--- src/rtl/hazard_forwarding_ctrl.sv ---
// rtl/hazard_forwarding_ctrl.sv - MIPS 5-stage hazard/forwarding controller.
// Optional stall-cycle perf counter enabled by HAZARD_PERF_CNT_EN.
module hazard_forwarding_ctrl #(
  parameter int MULDIV_LATENCY = 4,
  parameter int PERF_W         = 16
) (
  input  logic              clk,
  input  logic              reset,
  input  logic              ex_rf_enable,
  input  logic              mem_rf_enable,
  input  logic              wb_rf_enable,
  input  logic [4:0]        ex_rd,
  input  logic [4:0]        mem_rd,
  input  logic [4:0]        wb_rd,
  input  logic [4:0]        id_rs,
  input  logic [4:0]        id_rt,
  input  logic              ex_load_instr,
  input  logic              id_store_instr,
  input  logic              id_muldiv_start,
  input  logic              id_hilo_read,
  output logic [1:0]        forward_mx1,
  output logic [1:0]        forward_mx2,
  output logic [1:0]        forward_mx3,
  output logic              pc_le,
  output logic              npc_le,
  output logic              if_id_le,
  output logic              cu_s,
  output logic              muldiv_busy,
  output logic [PERF_W-1:0] stall_cycles
);

  localparam logic [3:0] LAT = 4'(MULDIV_LATENCY);

  typedef enum logic {RUN, MD_BUSY} state_t;

  state_t     state, state_nxt;
  logic [3:0] cnt, cnt_nxt;
  logic       load_haz;
  logic       stall;

  // Youngest producer wins: EX > MEM > WB; $0 never matches.
  function automatic logic [1:0] fwd_sel(
    input logic [4:0] src,
    input logic       ex_en,  input logic [4:0] ex_d,
    input logic       mem_en, input logic [4:0] mem_d,
    input logic       wb_en,  input logic [4:0] wb_d
  );
    if (src == 5'd0)                    return 2'b00;
    else if (ex_en  && ex_d  == src)    return 2'b01;
    else if (mem_en && mem_d == src)    return 2'b10;
    else if (wb_en  && wb_d  == src)    return 2'b11;
    else                                return 2'b00;
  endfunction

  always_comb begin
    load_haz = ex_load_instr && ex_rf_enable && (ex_rd != 5'd0) &&
               ((ex_rd == id_rs) || ((ex_rd == id_rt) && !id_store_instr));
    stall    = load_haz ||
               ((state == MD_BUSY) && (id_hilo_read || id_muldiv_start));

    state_nxt = state;
    cnt_nxt   = cnt;
    case (state)
      RUN: begin
        if (id_muldiv_start && !load_haz) begin
          state_nxt = MD_BUSY;
          cnt_nxt   = LAT;
        end
      end
      MD_BUSY: begin
        cnt_nxt = cnt - 4'd1;
        if (cnt <= 4'd1) begin
          state_nxt = RUN;
          cnt_nxt   = 4'd0;
        end
      end
      default: begin
        state_nxt = RUN;
        cnt_nxt   = 4'd0;
      end
    endcase

    forward_mx1 = 2'b00;
    forward_mx2 = 2'b00;
    pc_le       = 1'b1;
    npc_le      = 1'b1;
    if_id_le    = 1'b1;
    cu_s        = 1'b0;
    muldiv_busy = 1'b0;
    if (!reset) begin
      forward_mx1 = fwd_sel(id_rs, ex_rf_enable, ex_rd, mem_rf_enable, mem_rd,
                            wb_rf_enable, wb_rd);
      forward_mx2 = fwd_sel(id_rt, ex_rf_enable, ex_rd, mem_rf_enable, mem_rd,
                            wb_rf_enable, wb_rd);
      pc_le       = !stall;
      npc_le      = !stall;
      if_id_le    = !stall;
      cu_s        = stall;
      muldiv_busy = (state == MD_BUSY);
    end
    forward_mx3 = forward_mx2;
  end

  always_ff @(posedge clk) begin
    if (reset) begin
      state <= RUN;
      cnt   <= 4'd0;
    end else begin
      state <= state_nxt;
      cnt   <= cnt_nxt;
    end
  end

`ifdef HAZARD_PERF_CNT_EN
  logic [PERF_W-1:0] perf_q;

  always_ff @(posedge clk) begin
    if (reset)
      perf_q <= '0;
    else if (stall && !(&perf_q))
      perf_q <= perf_q + 1'b1;
  end

  assign stall_cycles = perf_q;
`else
  assign stall_cycles = '0;
`endif

endmodule

--- config.mk ---
export PLATFORM = sky130hd
export DESIGN_NAME = hazard_forwarding_ctrl
export DESIGN_NICKNAME = d
export VERILOG_FILES = /design/src/rtl/hazard_forwarding_ctrl.sv
export SDC_FILE = /design/constraint.sdc
export NUM_CORES = 1
export LEC_CHECK = 0
export BUFFER_PORTS_ARGS = -buffer_cell sky130_fd_sc_hd__buf_2
export CORE_ASPECT_RATIO = 1.1
export CORE_MARGIN = 8
export CORE_UTILIZATION = 42
export CTS_CLUSTER_DIAMETER = 150
export DETAILED_ROUTE_END_ITERATION = 10
export PLACE_DENSITY = 0.88
export SYNTH_ARGS = -nofsm -noshare
export SYNTH_HDL_FRONTEND = slang
export SYNTH_SLANG_ARGS = --single-unit
--- constraint.sdc ---
create_clock -name clk -period 1.94 [get_ports clk]
set_input_delay 0.194 -clock clk [delete_from_list [all_inputs] [get_ports clk]]
set_output_delay 0.194 -clock clk [all_outputs]
set_load 0.01 [all_outputs]
Word level (Yosys, flattened, before mapping) --
Index checks and enable logic that the tools add are counted.
Word-level totals: register bits 5, bits in latches 0, bits in writable memories 0, ROM bits 0, bits of input ports 34, output and inout port bits 27, word-level logic and storage cells 52, memories 0
Cells by class: add/sub/neg operators 1, multiply operators 0, divide/modulo/power cells 0, magnitude comparators 1, equal/unequal tests 7, shifts and indexed selects 0, multiplexer cells 19, bitwise gates (word level) 1, reduce and logical (&&, ||, !) cells 21
Operators with widths (number):
- $eq A5 B5 Y1 | 6
- $mux W2 | 10
- $logic_and A1 B1 Y1 | 12
- $logic_not A5 Y1 | 2
- $mux W4 | 2
- $pmux W4 S2 | 1
- $mux W1 | 5
- $reduce_bool A5 Y1 | 1
- $le A4 B1 Y1 const B | 1
- $sub A4 B1 Y4 const B | 1
- $logic_not A1 Y1 | 3
- $logic_or A1 B1 Y1 | 3
- $ne A2 B2 Y1 const B | 1
- $pmux W1 S2 | 1
- $not A1 Y1 | 1

Logic depth before layout (Yosys ltp) --
Gate-level depths: netlist (run 1).
word-level depth 8, depth in mapped cells 7, depth with buffers taken out 7

Least setup slack after synthesis (run 1) --
Ideal clock, no wire load.
path type input-to-output, start input port ex_rd[4], end output port forward_mx3[0], data arrival time 1350 ps, data required time 1746 ps, path slack 396 ps, stages on the path 6, buffers on the path 1, cell sequence xnor2_1 nand3_1 or3_1 a2bb2oi_1 nor2_1 buf_4
Between the ends: cells in the longest elaborated chain, start to end 5
Ends and longest elaborated chain:
- from (decl) | line 12 | input logic [4:0] ex_rd,
- $eq A5 B5 Y1 | line 49 | else if (ex_en && ex_d == src) return 2'b01;
- $logic_and A1 B1 Y1 | line 49
- $mux W2 | line 49
- $mux W2 | line 48 | if (src == 5'd0) return 2'b00;
- $mux W2 | line 90 | if (!reset) begin
- to (decl) | line 23 | output logic [1:0] forward_mx3,
No other way between the ends.

Worst setup path in the final report (run 1) --
start input port ex_rd[4], end output port if_id_le
Between the ends: cells in the longest elaborated chain, start to end 7, elaborated cells between the ends (all ways) 10, classes of those cells eq/ne (2); mux (1); reduce/logical (7)
Ends and longest elaborated chain:
- $eq A5 B5 Y1 | line 57 | ((ex_rd == id_rs) || ((ex_rd == id_rt) && !id_store_instr));
- $logic_and A1 B1 Y1 | line 57
- $logic_or A1 B1 Y1 | line 57
- $logic_and A1 B1 Y1 (*) | line 56 | load_haz = ex_load_instr && ex_rf_enable && (ex_rd != 5'd0) &&
- $logic_or A1 B1 Y1 (*) | line 58 | stall = load_haz ||
- $logic_not A1 Y1 (*) | line 97 | if_id_le = !stall;
- $mux W1 (*) | line 90
- to (decl) | line 26 | output logic if_id_le,
Mark *: on every way between the ends. The rest lies on a longest branch, timed or not.

==> results.md, run 1 <==
- Crit-path cells: buf_2, xnor2_1, nand3_1, nor3_2, o21ai_1, a21o_1, buf_2
- Die area: 3990 sq um
- Hold WS: 249 ps
- Post-synthesis share of cell area spent on xor and xnor gates: 28.1%
- CP startpoint kind: input pin
- Max Cap Viol: 0
- CTS hold repair buffers: 0
- Post-Syn Area: 935 sq um
- Post-synthesis mux area share: 0%
- Setup CP Type: input pin to primary output
- Post-cts resize count: 0
- Drt wl/cell: 13.7 um
- CTS Root Cell: clkbuf_4
- Avg Cell Area, Syn: 7.54 sq um
- Routed Antenna Nets: 0
- FILL cells: 230
- DRT Wirelength: 2710 um
- CORE AREA: 2180 sq um
- Synth area leaders: xor2_1 (19%), buf_4 (16%), dfxtp_1 (11%), xnor2_1 (9.4%), a21oi_1 (4.8%)
- Drt drc: 0
- Share of cells above drive strength 1: 29.9%
- PortBufs: 44
- Rel. slew slack: 59.4%
- Vias in the first global route: 1013
- Post-route clock period utilization: 89.0%
- Unrepaired setup endpoints after global routing: no
- Critical path endpoint category: primary output
- Final setup vio count: 0
- PwrDens: 397 nW/um^2
- Wire length of the first global-routing pass: 4310 um
- H-Tree Depth: 1
- Setup tns final: 0 ps
- Least-Margin Pin Slew: 603 ps
- Row count: 18
- Hold worst-path end: cnt[3]
- Worst-Skew Late Latency: 240 ps
- Pleak: 0.532 nW
- Starting Density: 42.8%
- Total Power: 448 uW
- Fin nets: 204
- Ys flop type: dfxtp_1
- Worst flop-to-flop path startpoint: cnt[0]
- Reg2reg path depth: 7
- Setup Skew: 1.20 ps
- Finished Layout Cells: 197
- CTS buffer count: 3
- Top-level I/O count: 61
- Final RePlAce weighted congestion: 0.867
- CTS clk-pin slew, worst paths: 40 ps
- Routed via count: 968
- Pin count of the biggest net entering global routing: 11
- Critical Path Fanout Max: 7
- Pre-CTS setup slack: 181 ps
- Reg-to-reg slack, setup: 360 ps
- GRT Residual Overflow: 0
- 1st-iter DRT viols: 39
- Synth async-reset ratio: 0%
- Fmax achieved: 579 MHz
- Worst path max stage delay: 410 ps
- ANT cells: 0
- HPWL after DPL: 2380 um
- Die X: 61.0 um
- Register Area: 100 sq um
- Crit-path leading delay family: simple AND/OR/NAND/NOR gates
- Max Root-Sink Buffers: 2
- FF-to-FF End: cnt[3]
- Setup repair bufs after CTS: 0
- Post-synthesis compound-gate area fraction: 19.8%
- Hold Crit Class: input pin to flop
- Initial antenna violation count: 0
- Total Routing Usage GR: 13.3%
- Outcome: complete, no violations
- Synth Area in Adders: 2.68%
- Area of the multi-input gates: 722 sq um
- Synth Warn #: 0
- Peak supply drop: 0.320 mV
- Distinct cells, synth: 32
- Post-Synthesis Cells: 124
- Placed Cells: 193
- Hold Startpoint: reset
- Crit-path slowest cell: nor3_2
- Final Hold Vio Count: 0
- Final Critical Period: 1730 ps
- Chip Height: 65.5 um
- Worst path bufs/invs: 2
- DRT Pass-1 Iters: 4
- Slew Limit Fails: 0
- CTS tree: yes
- Yosys reg bits: 5
- Post-route setup slack: 214 ps
- P&R area growth vs syn: 20.7%
- Post-synth top area share: 18.7%
- Clock Sinks: 5
- Most area-hungry cell type in the Yosys netlist: xor2_1
- Post-Synth Simple-Gate Area: 20.2%
- Hold Path Depth: 2
- WP data arrival: 1530 ps
- Crit path top cell by count: buf_2
- Drt via density: 4.91
- Register area share after synthesis: 10.7%
- Worst EP required: 1750 ps
- Number of synthesized flops with an enable pin: 0
- Largest family of logic cells by synthesized area: XOR/XNOR gates
- Top cell types by occurrence after synthesis: buf_4 (20), xor2_1 (20), xnor2_1 (10)
[layout make-up]
cell class	instances	share of cell area (%)
Clock buffer	4	2.33
Sequential cell	5	8.87
Tap cell	30	3.33
Inverter	4	1.33
Multi-Input combinational cell	109	64.0
Timing Repair Buffer	45	20.2
[routing by layer]
| metal | up-vias | routed length [um] | GRT usage, % |
|---|---|---|---|
| met5 | - | 0 | 0 |
| met4 | 0 | 0 | 4.66 |
| met3 | 0 | 300 | 2.34 |
| met2 | 42 | 1400 | 25.4 |
| met1 | 436 | 1010 | 13.8 |
| li1 | 490 | - | - |
[through the flow]
| stage | cell area [sq um] | util (%) |
|---|---|---|
| after detailed placement | 1100 | 50.5 |
| final | 1130 | 51.7 |
| after floorplan | 991 | - |
| after global routing | 1130 | 51.7 |
| after global placement | 1100 | 50.5 |
| after CTS | 1130 | 51.7 |
[how the worst max path moves through the flow]
stage | start | to | cells after the start
final | ex_rd[4] | if_id_le | 7
after CTS | ex_rd[4] | if_id_le | 7
after floorplan | ex_rd[4] | forward_mx3[0] | 6
after detailed placement | ex_rd[4] | if_id_le | 7
after global placement | ex_rd[1] | if_id_le | 6
after global routing | id_rs[4] | pc_le | 7
[flip-flops by register name, indices dropped and copies added, names as in the netlist]
| register | cells |
|---|---|
| cnt | 4 |
| state | 1 |
[placed cells by master (no fill, tap or decap), types with 2 or more instances in the layout]
master / instances
buf_2: 44
xor2_1: 20
conb_1: 16
xnor2_1: 10
a21oi_1: 9
nor2_1: 8
nand2_1: 5
dfxtp_1: 5
inv_1: 4
nand3_1: 4
nor4_1: 4
or3_1: 3
o2111ai_1: 3
clkbuf_4: 3
or4_1: 2
o21bai_1: 2
and3_1: 2
o21ai_0: 2
a21o_1: 2
a31oi_1: 2
nor3_1: 2
o21a_1: 2
ha_1: 2
[report_power, final]
group          internal (mW)  leakage (nW)  switching [mW]
logic                 0.0892         0.476           0.123
clock network         0.0775        0.0150          0.0385
registers              0.111        0.0410         0.00863
total                  0.278         0.532           0.170
[cell families (layout without fill, tap and decap cells)]
| kind of cell | Yosys count | in the layout |
|---|---|---|
| other | 1 | 16 |
| adders and majority gates | 2 | 2 |
| DFF | 5 | 5 |
| buffers and inverters | 25 | 53 |
| AOI/OAI and AO/OA | 28 | 28 |
| and+or+nand+nor | 33 | 33 |
| xor gates and xnor gates | 30 | 30 |
Note: power is estimated with default switching activity, not from simulation.
==> inputs of run 2 (changes only) <==
--- a/config.mk
+++ b/config.mk
@@ -6,12 +6,13 @@
 export NUM_CORES = 1
 export LEC_CHECK = 0
 export BUFFER_PORTS_ARGS = -buffer_cell sky130_fd_sc_hd__buf_2
-export CORE_ASPECT_RATIO = 1.1
+export CORE_ASPECT_RATIO = 1.4
 export CORE_MARGIN = 8
 export CORE_UTILIZATION = 42
 export CTS_CLUSTER_DIAMETER = 150
 export DETAILED_ROUTE_END_ITERATION = 10
 export PLACE_DENSITY = 0.88
+export RECOVER_POWER = 25
 export SYNTH_ARGS = -nofsm -noshare
 export SYNTH_HDL_FRONTEND = slang
 export SYNTH_SLANG_ARGS = --single-unit
==> run 2 against run 1 <==
  * Clock skew about the same
  * First-iteration DRC count fell by 54%
  * Non-clock buffer count up 1
  * Critical path type unchanged
  * Global-route usage down 0.16 points
  * Hold slack worse by 3.8 ps
  * Clock power about the same
  * Register-to-register slack worse by 20 ps
  * Largest cell class unchanged
  * Sequential power about the same
==> results.md, run 2 (synthesis gave the netlist of run 1 again) <==
- Post-route setup slack: 245 ps (was 214 ps)
- Starting Density: 43.4% (was 42.8%)
- Biggest regs: cnt x4, state x1 (unchanged)
- Final setup vio count: 0 (unchanged)
- PortBufs: 44 (unchanged)
- Top library cells by usage in the layout, fill and taps aside: buf_2 (42), xor2_1 (20), conb_1 (16) (was buf_2 (44), xor2_1 (20), conb_1 (16))
- Total Routing Usage GR: 13.2% (was 13.3%)
- Final RePlAce weighted congestion: 0.852 (was 0.867)
- Hold Startpoint: reset (unchanged)
- Top-level I/O count: 61 (unchanged)
- CTS tree: yes (unchanged)
- Worst EP required: 1750 ps (about the same)
- Hold Path Depth: 2 (unchanged)
- Routed via count: 990 (was 968)
- HPWL after DPL: 2420 um (was 2380 um)
- Routed Antenna Nets: 0 (unchanged)
- Clock Sinks: 5 (unchanged)
- Hold WS: 245 ps (was 249 ps)
- Setup tns final: 0 ps (unchanged)
- CTS hold repair buffers: 0 (unchanged)
- Met3 routed WL: 256 um (was 300 um)
- Initial antenna violation count: 0 (unchanged)
- Commonest non-fill, non-tap cell in the layout: buf_2 (unchanged)
- Setup CP Type: input pin to primary output (unchanged)
- Top reg by flops: cnt (unchanged)
- Final Core Density: 52.2% (was 51.7%)
- Die X: 55.9 um (was 61.0 um)
- Placed Cells: 186 (was 193)
- Post-route cell area: 1120 sq um (was 1130 sq um)
- Outcome: complete, no violations (unchanged)
- Peak supply drop: 0.325 mV (was 0.320 mV)
- Reg2reg path depth: 7 (unchanged)
- DR top layer: met4 (was met3)
- H-Tree Depth: 1 (unchanged)
- Final Critical Period: 1690 ps (was 1730 ps)
- Die area: 4010 sq um (was 3990 sq um)
- Share of cells above drive strength 1: 29.2% (was 29.9%)
- Setup repair bufs after CTS: 0 (unchanged)
- 1st-iter DRT viols: 18 (was 39)
- Hold worst-path end: cnt[3] (unchanged)
- CTS Root Cell: clkbuf_4 (unchanged)
- Reg-to-reg slack, setup: 340 ps (was 360 ps)
- ANT cells: 0 (unchanged)
- P&R area growth vs syn: 20.2% (was 20.7%)
- Row count: 20 (was 18)
- WP data arrival: 1500 ps (was 1530 ps)
- Chip Height: 71.8 um (was 65.5 um)
- CP startpoint kind: input pin (unchanged)
- Post-route clock period utilization: 87.4% (was 89.0%)
- GRT Residual Overflow: 0 (unchanged)
- Unrepaired setup endpoints after global routing: no (unchanged)
- Critical Path Fanout Max: 6 (was 7)
- Setup Skew: 0.966 ps (was 1.20 ps)
- Fmax achieved: 590 MHz (was 579 MHz)
- Final Hold Vio Count: 0 (unchanged)
- Drt drc: 0 (unchanged)
- CTS buffer count: 3 (unchanged)
- CORE AREA: 2150 sq um (was 2180 sq um)
- M1 WL: 1010 um (about the same)
- DRT Pass-1 Iters: 4 (unchanged)
- Drt wl/cell: 14.4 um (was 13.7 um)
- Worst-Skew Late Latency: 240 ps (about the same)
- Worst flop-to-flop path startpoint: cnt[0] (unchanged)
- Critical path endpoint category: primary output (unchanged)
- Max Cap Viol: 0 (unchanged)
- Rel. slew slack: 58.7% (was 59.4%)
- Fin nets: 205 (was 204)
- Post-cts resize count: 0 (unchanged)
- DRT Wirelength: 2740 um (was 2710 um)
- Pleak: 0.529 nW (was 0.532 nW)
- FF-to-FF End: cnt[3] (unchanged)
- Met2 wire length: 1460 um (was 1400 um)
- Finished Layout Cells: 190 (was 197)
- Least-Margin Pin Slew: 614 ps (was 603 ps)
- Wire length of the first global-routing pass: 4560 um (was 4310 um)
- CTS clk-pin slew, worst paths: 40 ps (about the same)
- Drt via density: 5.21 (was 4.91)
- Pre-CTS setup slack: 260 ps (was 181 ps)
- Hold Crit Class: input pin to flop (unchanged)
- Vias in the first global route: 1059 (was 1013)
- Total Power: 451 uW (was 448 uW)
- Slew Limit Fails: 0 (unchanged)
- Max Root-Sink Buffers: 2 (unchanged)
- PwrDens: 401 nW/um^2 (was 397 nW/um^2)
- Area of placed instances: 1100 sq um (about the same)
- Pin count of the biggest net entering global routing: 11 (unchanged)
- Max reg flops: 4 (unchanged)
==> run 2: worst max path at each step <==
stage / depth (start not counted) / end / from
after floorplan: 6 / forward_mx3[0] / ex_rd[4]
after global placement: 6 / pc_le / ex_rd[1]
after detailed placement: 6 / npc_le / ex_rd[1]
after CTS: 6 / npc_le / ex_rd[1]
after global routing: 6 / pc_le / ex_rd[1]
final: 6 / npc_le / ex_rd[1]
==> run 2: critical path, stage by stage <==
cell,delay [ps]
buf_2,120
or3_1,360
o311a_1,370
o21ai_0,140
a21o_1,170
buf_2,130
==> run 2: report_power, final <==
part | switching, mW | internal (mW) | leakage, nW | total [mW]
logic | 0.125 | 0.0894 | 0.473 | 0.214
clock network | 0.0404 | 0.0776 | 0.0150 | 0.118
registers | 0.00793 | 0.111 | 0.0410 | 0.119
total | 0.173 | 0.278 | 0.529 | 0.451
==> run 2: layer usage <==
layer / vias up / GRT usage, %
li1: 490 / -
met1: 456 / 12.1
met2: 42 / 25.5
met3: 2 / 5.12
met4: 0 / 4.56
met5: - / 0
==> run 2: area by class of cell <==
type                            count  area, sq um
Inverter                            4         15.0
Multi-Input combinational cell    109          722
Timing Repair Buffer               46          233
Clock buffer                        4         26.3
Sequential cell                     5          100
Tap cell                           22         27.5
Fill cell                         229         1030
==> inputs of run 3 (changes only) <==
--- a/config.mk
+++ b/config.mk
@@ -5,13 +5,14 @@
 export SDC_FILE = /design/constraint.sdc
 export NUM_CORES = 1
 export LEC_CHECK = 0
+export ABC_AREA = 1
 export BUFFER_PORTS_ARGS = -buffer_cell sky130_fd_sc_hd__buf_2
 export CORE_ASPECT_RATIO = 1.4
 export CORE_MARGIN = 8
-export CORE_UTILIZATION = 42
+export CORE_UTILIZATION = 35
 export CTS_CLUSTER_DIAMETER = 150
 export DETAILED_ROUTE_END_ITERATION = 10
-export PLACE_DENSITY = 0.88
+export PLACE_DENSITY = 0.76
 export RECOVER_POWER = 25
 export SYNTH_ARGS = -nofsm -noshare
 export SYNTH_HDL_FRONTEND = slang
==> run 3 against run 2 <==
  * Clock power increased by 6%
  * Wire length shrank 0.84%
  * Combinational power barely moved
  * Setup slack improved by 140 ps
  * Maximum frequency grew 8.9%
  * Power grew 1.0%
  * Cell count rose by 27%
  * Die area rose by 18%
  * Design area is 3.8% higher
  * Critical path type unchanged
  * Largest cell class unchanged
==> results.md, run 3 <==
- Ys flop type: dfxtp_1 (unchanged)
- Final Hold Vio Count: 0 (unchanged)
- Yosys reg bits: 5 (unchanged)
- Avg Cell Area, Syn: 5.99 sq um (was 7.54 sq um)
- Top cell types by occurrence after synthesis: inv_1 (27), nand2_1 (23), buf_4 (20) (was buf_4 (20), xor2_1 (20), xnor2_1 (10))
- Outcome: complete, no violations (unchanged)
- Post-Syn Area: 970 sq um (was 935 sq um)
- Synth Warn #: 0 (unchanged)
- Top library cells by usage in the layout, fill and taps aside: buf_2 (43), inv_1 (27), nand2_1 (23) (was buf_2 (42), xor2_1 (20), conb_1 (16))
- 1st-iter DRT viols: 52 (was 18)
- Setup tns final: 0 ps (unchanged)
- Register area share after synthesis: 10.3% (was 10.7%)
- Area of the multi-input gates: 663 sq um (was 722 sq um)
- Routed via count: 1094 (was 990)
- Max Cap Viol: 0 (unchanged)
- Setup repair bufs after CTS: 0 (unchanged)
- CP startpoint kind: input pin (unchanged)
- Total Routing Usage GR: 11.9% (was 13.2%)
- Biggest regs: cnt x4, state x1 (unchanged)
- Setup Skew: 6.80 ps (was 0.966 ps)
- Slew Limit Fails: 0 (unchanged)
- Switching share of total power: 39.9% (was 38.4%)
- Routed Antenna Nets: 0 (unchanged)
- Share of cells above drive strength 1: 28.3% (was 29.2%)
- Hold Crit Class: input pin to flop (unchanged)
- Worst path max stage delay: 410 ps (was 370 ps)
- H-Tree Depth: 1 (unchanged)
- Final Critical Period: 1560 ps (was 1690 ps)
- P_sw: 182 uW (was 173 uW)
- Post-synth top area share: 15.5% (was 18.7%)
- Synth area leaders: buf_4 (15%), inv_1 (10%), dfxtp_1 (10%), xor2_1 (9.9%), nand2_1 (8.9%) (was xor2_1 (19%), buf_4 (16%), dfxtp_1 (11%), xnor2_1 (9.4%), a21oi_1 (4.8%))
- Worst-Skew Late Latency: 250 ps (was 240 ps)
- Max Root-Sink Buffers: 2 (unchanged)
- Vias in the first global route: 1130 (was 1059)
- Row count: 22 (was 20)
- Final setup vio count: 0 (unchanged)
- Unrepaired setup endpoints after global routing: no (unchanged)
- Crit-path cells: buf_2, xor2_1, nor4_1, o21ai_0, nor2_1, buf_2 (was buf_2, or3_1, o311a_1, o21ai_0, a21o_1, buf_2)
- Critical Path Fanout Max: 4 (was 6)
- CTS hold repair buffers: 0 (unchanged)
- Drt drc: 0 (unchanged)
- Pleak: 0.653 nW (was 0.529 nW)
- Wire length of the first global-routing pass: 4550 um (was 4560 um)
- Worst EP required: 1750 ps (about the same)
- Post-cts resize count: 0 (unchanged)
- Crit path top cell by count: buf_2 (unchanged)
- Clock share of power: 27.5% (was 26.2%)
- CORE AREA: 2640 sq um (was 2150 sq um)
- DRT Wirelength: 2720 um (was 2740 um)
- Hold WS: 177 ps (was 245 ps)
- Die area: 4730 sq um (was 4010 sq um)
- Max reg flops: 4 (unchanged)
- Most area-hungry cell type in the Yosys netlist: buf_4 (was xor2_1)
- P&R area growth vs syn: 20.3% (was 20.2%)
- Synth async-reset ratio: 0% (unchanged)
- CTS tree: yes (unchanged)
- Register share of total power: 25.8% (was 26.4%)
- Chip Height: 78.3 um (was 71.8 um)
- Internal power: 274 uW (was 278 uW)
- Peak supply drop: 0.210 mV (was 0.325 mV)
- CTS buffer count: 3 (unchanged)
- Comb power frac: 46.7% (was 47.5%)
- Top-level I/O count: 61 (unchanged)
- Setup CP Type: input pin to primary output (unchanged)
- Initial antenna violation count: 0 (unchanged)
- Die X: 60.5 um (was 55.9 um)
- Fin nets: 242 (was 205)
- CTS Root Cell: clkbuf_4 (unchanged)
- Clock Sinks: 5 (unchanged)
- Critical path endpoint category: primary output (unchanged)
- Starting Density: 36.7% (was 43.4%)
- PortBufs: 44 (unchanged)
- ANT cells: 0 (unchanged)
- PwrDens: 391 nW/um^2 (was 401 nW/um^2)
- Crit-path slowest cell: nor4_1 (was o311a_1)
- Drt wl/cell: 11.3 um (was 14.4 um)
- HPWL after DPL: 2440 um (was 2420 um)
- Commonest non-fill, non-tap cell in the layout: buf_2 (unchanged)
- Distinct cells, synth: 29 (was 32)
- Final RePlAce weighted congestion: 0.860 (was 0.852)
- Post-route clock period utilization: 80.2% (was 87.4%)
- Pin count of the biggest net entering global routing: 7 (was 11)
- WP data arrival: 1360 ps (was 1500 ps)
- CTS clk-pin slew, worst paths: 50 ps (was 40 ps)
- Number of synthesized flops with an enable pin: 0 (unchanged)
- FILL cells: 321 (was 229)
- Top reg by flops: cnt (unchanged)
- GRT Residual Overflow: 0 (unchanged)
- Drt via density: 4.54 (was 5.21)
- Most frequent cell after synthesis: inv_1
- Post-Synthesis Cells: 162 (was 124)
- DRT Pass-1 Iters: 4 (unchanged)
- Fmax achieved: 643 MHz (was 590 MHz)
- Register Area: 100 sq um (unchanged)
run 3: changes by cell type in the layout (fill, tap and decap cells not counted), sizes merged, moves of 3 or more:
cell	change
inv	+26
nand2	+22
nand3	+5
nand4	+4
nor2	+6
nor4	-3
o2111ai	-3
o21ai	+6
o22ai	+5
or3	-3
xnor2	-7
xor2	-9
run 3: layer usage:
layer	up-vias	track usage [%]	share of wire, %
li1	575	-	-
met1	466	13.2	41
met2	49	21.2	51
met3	4	2.94	6.2
met4	0	3.51	1.2
met5	-	0	0
run 3: layout make-up:
class                           count  share of cell area, %
Multi-Input combinational cell    122                   56.9
Inverter                           30                   9.66
Tap cell                           36                   3.86
Clock buffer                        4                   2.25
Timing Repair Buffer               44                   18.8
Sequential cell                     5                   8.58
run 3: power by group through the flow:
stage	combinational [mW]	clock, mW	sequential [mW]
2_1_floorplan	0.159	0	0.117
3_3_place_gp	0.211	0	0.119
3_5_place_dp	0.213	0	0.119
6_report	0.213	0.125	0.117
4_1_cts	0.214	0.131	0.117
5_1_grt	0.243	0.135	0.118
run 3: through the flow:
stage	instance area, sq um	total power, mW	cells	utilization, %	setup slack (ps)
after floorplan	1030	0.277	177	-	508
after global placement	1140	0.330	237	43.2	386
after detailed placement	1140	0.332	237	43.2	358
after CTS	1170	0.462	241	44.2	352
after global routing	1170	0.496	241	44.1	195
final	1170	0.455	241	44.1	384
run 3: critical path: cells and delay by family:
family | cells | cell delay (ps)
buffers and inverters | 2 | 300
xor gates and xnor gates | 1 | 160
AOI/OAI and AO/OA | 1 | 130
and+or+nand+nor | 2 | 580
run 3: worst paths after layout:
path / startpoint / end / slack (ps) / depth (start not counted)
setup reg to reg: cnt[0] / cnt[1] / 390 / 8
hold / removal: reset / cnt[2] / 180 / 2
hold reg to reg: cnt[0] / cnt[0] / 490 / 1
setup / recovery: id_rt[4] / forward_mx3[1] / 380 / 6
run 3: kinds of logic (layout without fill, tap and decap cells):
group | Yosys count | in the layout | share of synthesized area [%]
flops | 5 | 5 | 10.3
compound gates | 30 | 30 | 18.2
other cells | 1 | 16 | 0.387
fa+ha+maj | 2 | 2 | 2.58
xor+xnor | 14 | 14 | 12.6
simple gates | 60 | 60 | 28.8
buf+inv | 50 | 78 | 27.1
